<file path="src/rtl/inc_dec_pkg.sv">
// Shared types and helpers for the inc/dec counter bank: saturation mode enum,
// bus slicing helper and the overflow flag reset value.
package inc_dec_pkg;

  typedef enum logic {
    WRAP = 1'b0,
    SAT  = 1'b1
  } sat_mode_e;

  localparam logic OVF_RESET = 1'b0;

  // LSB position of channel ch inside a flattened NUM_CH*width bus
  function automatic int unsigned chanLsb(input int unsigned ch, input int unsigned width);
    return ch * width;
  endfunction

endpackage

</file>
<file path="src/rtl/inc_dec_chan.sv">
// Single up/down counter with load, wrap or saturate arithmetic and an optional
// sticky overflow flag (enabled by defining INC_DEC_OVF_FLAG_EN).
module inc_dec_chan
  import inc_dec_pkg::*;
#(
  parameter int WIDTH     = 8,
  parameter int STEP      = 1,
  parameter int SAT_MODE  = 0,
  parameter int RESET_VAL = 0
) (
  input  logic             clk,
  input  logic             rst,
  input  logic             inc,
  input  logic             dec,
  input  logic             ld,
  input  logic [WIDTH-1:0] ld_val,
  output logic [WIDTH-1:0] cnt,
  output logic [WIDTH-1:0] nxt,
  output logic             ovf
);

  localparam logic [WIDTH:0]   STEP_W   = (WIDTH+1)'(STEP);
  localparam logic [WIDTH-1:0] RESET_W  = WIDTH'(RESET_VAL);
  localparam bit               SATURATE = (SAT_MODE == int'(SAT));

  logic [WIDTH-1:0] cnt_q;
  logic [WIDTH-1:0] nxt_d;
  logic [WIDTH:0]   sumUp;
  logic [WIDTH:0]   sumDn;
  logic             boundary;

  // The extra top bit of each sum is the carry (up) or borrow (down) out of WIDTH
  always_comb begin
    sumUp    = {1'b0, cnt_q} + STEP_W;
    sumDn    = {1'b0, cnt_q} - STEP_W;
    nxt_d    = cnt_q;
    boundary = 1'b0;
    if (ld) begin
      nxt_d = ld_val;
    end else if (inc && !dec) begin
      boundary = sumUp[WIDTH];
      nxt_d    = (SATURATE && sumUp[WIDTH]) ? {WIDTH{1'b1}} : sumUp[WIDTH-1:0];
    end else if (dec && !inc) begin
      boundary = sumDn[WIDTH];
      nxt_d    = (SATURATE && sumDn[WIDTH]) ? {WIDTH{1'b0}} : sumDn[WIDTH-1:0];
    end
  end

  always_ff @(posedge clk or posedge rst) begin
    if (rst) begin
      cnt_q <= RESET_W;
    end else begin
      cnt_q <= nxt_d;
    end
  end

  assign cnt = cnt_q;
  assign nxt = nxt_d;

`ifdef INC_DEC_OVF_FLAG_EN
  logic ovf_q;
  logic ovf_d;

  // Load wins over a boundary event, so a load both clears and blocks the flag
  always_comb begin
    ovf_d = ovf_q;
    if (ld) begin
      ovf_d = 1'b0;
    end else if (boundary) begin
      ovf_d = 1'b1;
    end
  end

  always_ff @(posedge clk or posedge rst) begin
    if (rst) begin
      ovf_q <= OVF_RESET;
    end else begin
      ovf_q <= ovf_d;
    end
  end

  assign ovf = ovf_q;
`else
  logic unusedBoundary;
  assign unusedBoundary = boundary;
  assign ovf            = OVF_RESET;
`endif

endmodule

</file>
<file path="src/rtl/inc_dec_counter_bank.sv">
// Bank of NUM_CH independent inc/dec counters exposing registered (cnt) and
// next-value (nxt) views. Sticky ovf flags exist only with INC_DEC_OVF_FLAG_EN.
module inc_dec_counter_bank
  import inc_dec_pkg::*;
#(
  parameter int NUM_CH    = 4,
  parameter int WIDTH     = 8,
  parameter int STEP      = 1,
  parameter int SAT_MODE  = 0,
  parameter int RESET_VAL = 0
) (
  input  logic                    clk,
  input  logic                    rst,
  input  logic [NUM_CH-1:0]       inc,
  input  logic [NUM_CH-1:0]       dec,
  input  logic [NUM_CH-1:0]       ld,
  input  logic [NUM_CH*WIDTH-1:0] ld_val,
  output logic [NUM_CH*WIDTH-1:0] cnt,
  output logic [NUM_CH*WIDTH-1:0] nxt,
  output logic [NUM_CH-1:0]       ovf
);

  for (genvar i = 0; i < NUM_CH; i++) begin : gChan
    inc_dec_chan #(
      .WIDTH    (WIDTH),
      .STEP     (STEP),
      .SAT_MODE (SAT_MODE),
      .RESET_VAL(RESET_VAL)
    ) uChan (
      .clk   (clk),
      .rst   (rst),
      .inc   (inc[i]),
      .dec   (dec[i]),
      .ld    (ld[i]),
      .ld_val(ld_val[chanLsb(i, WIDTH) +: WIDTH]),
      .cnt   (cnt[chanLsb(i, WIDTH) +: WIDTH]),
      .nxt   (nxt[chanLsb(i, WIDTH) +: WIDTH]),
      .ovf   (ovf[i])
    );
  end

endmodule

</file>
<file path="config.mk">
export PLATFORM = sky130hd
export DESIGN_NAME = inc_dec_counter_bank
export DESIGN_NICKNAME = d
export VERILOG_FILES = /design/src/rtl/inc_dec_pkg.sv /design/src/rtl/inc_dec_chan.sv /design/src/rtl/inc_dec_counter_bank.sv
export SDC_FILE = /design/constraint.sdc
export NUM_CORES = 1
export LEC_CHECK = 0
export CORE_ASPECT_RATIO = 2
export CORE_MARGIN = 4
export CORE_UTILIZATION = 40
export DETAILED_ROUTE_END_ITERATION = 8
export PLACE_DENSITY = 0.79
export SLEW_MARGIN = 25
export SYNTH_ARGS = -nofsm -noshare
export SYNTH_HDL_FRONTEND = slang
export SYNTH_SLANG_ARGS = --single-unit
</file>
<file path="constraint.sdc">
create_clock -name clk -period 2 [get_ports clk]
set_input_delay 0.5 -clock clk [delete_from_list [all_inputs] [get_ports clk]]
set_output_delay 0.5 -clock clk [all_outputs]
set_load 0.02 [all_outputs]
</file>
==> flow_metrics.tcl <==
set metrics [dict create \
    crit_required_ns 1.50 \
    detail-route-antenna-nets 0 \
    setup.reg_to_reg.worst_slack_ns 0.01 \
    grt_setup_unrepaired "true" \
    timing.setup.critical_path_class "reg2out" \
    synth.area.mux_share 0.0174 \
    synth-edff-count 0 \
    num_antenna_cells 0 \
    total_of_max_cap_violations 0 \
    min_period_ns 2.43 \
    routed_wirelength_um 13700 \
    report.final.setup_viol 32 \
    timing.fmax_mhz 411 \
    clock_sinks 32 \
    start_util 0.413 \
    clock_insertion_delay_worst_skew_ns 0.28 \
    cp_max_fo 5 \
    grt.busiest_layer "met2" \
    wire_length_of_the_first_global_routing_pass_um 16400 \
    first_global_vias 3403 \
    die-height_um 117 \
    drc 0 \
    average_vias_per_placed_instance 6.17 \
    gr-usage-met1 0.257 \
    groute.usage.overall 0.282 \
    die_area_mm2 0.00732 \
    power_density_mw_per_mm2 675 \
    fin_crit_sh 1.22 \
    placed_insts 513 \
    site_row_count 39 \
    synth_compound_gate_area_share 0.186 \
    cts_hold_buf 0 \
    sequential_area_share_after_synthesis 0.337 \
    yosys.area_share.simple 0.313 \
    multi_input_area_mm2 0.00210 \
    grt_overflow 0 \
    startpoint_of_the_worst_register_to_register_path "gChan[2].uChan.cnt[2]" \
    netlist-cell-type-count 53 \
    timing.critical_path.from "gChan[2].uChan.cnt[2]" \
    hpwl_um 6330 \
    outcome "complete, but fails checks" \
    vdd_drop_max_uv 554 \
    gp_congestion 0.858 \
    syn_to_final_growth_pct 125 \
    number_of_optimization_iterations_in_the_first_detailed_route_pass 5 \
    drt_iter0_drc 349 \
    postLayoutSetupSlackWorst_ns -0.435 \
    synth_area_per_cell_um2 8.35 \
    ys.flop_type "dfrtp_1" \
    die_width_um 62.5 \
    post_drt_wl_per_cell_um 23.7 \
    post_synth_fa_ha_maj_area_fraction 0.0421 \
    core-area_mm2 0.00576 \
    failing_checks "setup timing" \
    path_clk_slew_ns 0.06 \
    h_tree_level_count 2 \
    finalHoldViolCount 0 \
    final-instance-count-excl-fill 580 \
    use_met3 0.0497 \
    sequential_cell_area_um2 815 \
    netlist_area_mm2 0.00238 \
    drive_gt1_frac 0.574 \
    ys_warn_count 0 \
    layout.nets 572 \
    root_driver "clkbuf_16" \
    leakagePower_uw 0.00241 \
    critical_path.reg2reg.endpoint "gChan[2].uChan.cnt[5]" \
    clock_tree.buffer_depth 2 \
    critPathCaptureType "output pin" \
    finish.utilization 0.931 \
    worst-endpoint-arrival_ns 1.93 \
    worst_setup_path_start_kind "flip-flop" \
    grt_antenna_before_repair 0 \
    async_reset_ff_frac 1.00 \
    port_buffers 109 \
    io-pin-count 114 \
    detailroute.via_count 3577 \
    post_synthesis_share_of_cell_area_spent_on_xor_and_xnor_gates 0.0479 \
    timing.hold.worst.class "in2async" \
    tritoncts "yes" \
    finalMaxSlewViolations 0 \
    met2_usage 0.574 \
    largest_register_ff_count 32 \
    postSynthRegisterBits 32 \
    synth_top_family_by_area "simple AND/OR/NAND/NOR gates" \
    maximum_number_of_pins_on_one_net_before_global_route_repair 33 \
    timing.clock.skew_ns 0.00477 \
    syn-instance-count 285 \
    layout.filler_cells 192 \
    cp-endpoint "nxt[23]" \
    worst_r2r_path_depth 9 \
    tritoncts.num_buffers 5 \
]
==> cell usage in the layout, fill, tap and decap left out, types with 6 or more instances in the layout <==
cell	count
nand4_1	7
nand2b_1	8
clkdlybuf4s50_1	60
inv_2	6
buf_4	118
buf_6	43
and3_4	8
nor2_1	17
o21ai_2	11
nand2_1	33
dfrtp_1	21
o21ai_1	9
dfrtp_2	11
ha_4	8
==> per-stage QoR <==
stage	instance area (µm²)	setup slack, ns	total power [µW]	TNS [ns]	hold slack [ns]
2_1_floorplan	2550	-0.103	1470	-0.140	0.616
3_3_place_gp	4160	-1.04	2160	-31.42	0.612
3_5_place_dp	4160	-1.11	2180	-32.56	0.619
4_1_cts	4930	-0.322	3270	-5.48	0.645
5_1_grt	5360	-0.490	3750	-10.02	0.698
6_report	5360	-0.435	3620	-8.52	0.671
==> Yosys cell counts, drive strengths merged, types with 8 or more instances <==
cell type   n  area (µm²)
and3        9        56.3
buf         8        61.3
dfrtp      32         801
ha          8         100
inv        12        45.0
nand2      35         131
nand2b     10        62.6
nand3      10        50.1
nor2       20        75.1
nor2b      10        62.6
nor3        8        40.0
o21ai      20         100
xnor2       8        70.1
==> timing repair <==
action,in CTS,in global routing
pin swaps,55,53
buffers inserted,34,26
cloned,0,0
setup endpoints to repair,33,35
resized for setup,329,52
hold endpoints to repair,0,0
==> critical path, cell delays in order, from the launching register on <==
cell and delay, ns:
dfrtp_2 0.46, nor4b_4 0.35, buf_4 0.20, buf_4 0.12, nand3_4 0.08, a311oi_4 0.27
buf_6 0.17
==> layer usage <==
layer  share of wire  vias up
met5               0        -
met4           0.065        0
met3           0.064       92
met2            0.55      255
met1            0.32     1745
li1                -     1485
==> power breakdown <==
group          total, µW  internal (µW)  switching (µW)
logic               1980           1040             941
clock network        786            491             295
registers            856            733             122
==> layout make-up <==
class,instances,share of cell area
Clock buffer,6,0.0259
Multi-Input combinational cell,229,0.391
Timing Repair Buffer,238,0.406
Clock inverter,2,0.00187
Tap cell,61,0.0142
Inverter,12,0.00933
Sequential cell,32,0.152
==> worst min path at each step <==
stage	endpoint	from	cells after the start	slack [ns]
final	gChan[0].uChan.cnt[4]	rst	3	0.67
after global routing	gChan[0].uChan.cnt[4]	rst	3	0.70
after CTS	gChan[0].uChan.cnt[7]	gChan[0].uChan.cnt[7]	3	0.65
after detailed placement	gChan[0].uChan.cnt[7]	gChan[0].uChan.cnt[7]	3	0.62
after global placement	gChan[0].uChan.cnt[7]	gChan[0].uChan.cnt[7]	3	0.61
after floorplan	gChan[0].uChan.cnt[0]	rst	1	0.62
==> logic make-up (layout without fill, tap and decap cells) <==
logic type | count (synthesis) | count (layout)
AND/OR/NAND/NOR | 136 | 136
AO/OA/AOI/OAI | 64 | 64
flip-flops | 32 | 32
buffers and inverters | 27 | 258
XOR/XNOR | 13 | 13
adder cells (fa/ha/maj) | 8 | 8
multiplexers | 4 | 4
other | 1 | 4
(Power assumes the default switching activity.)
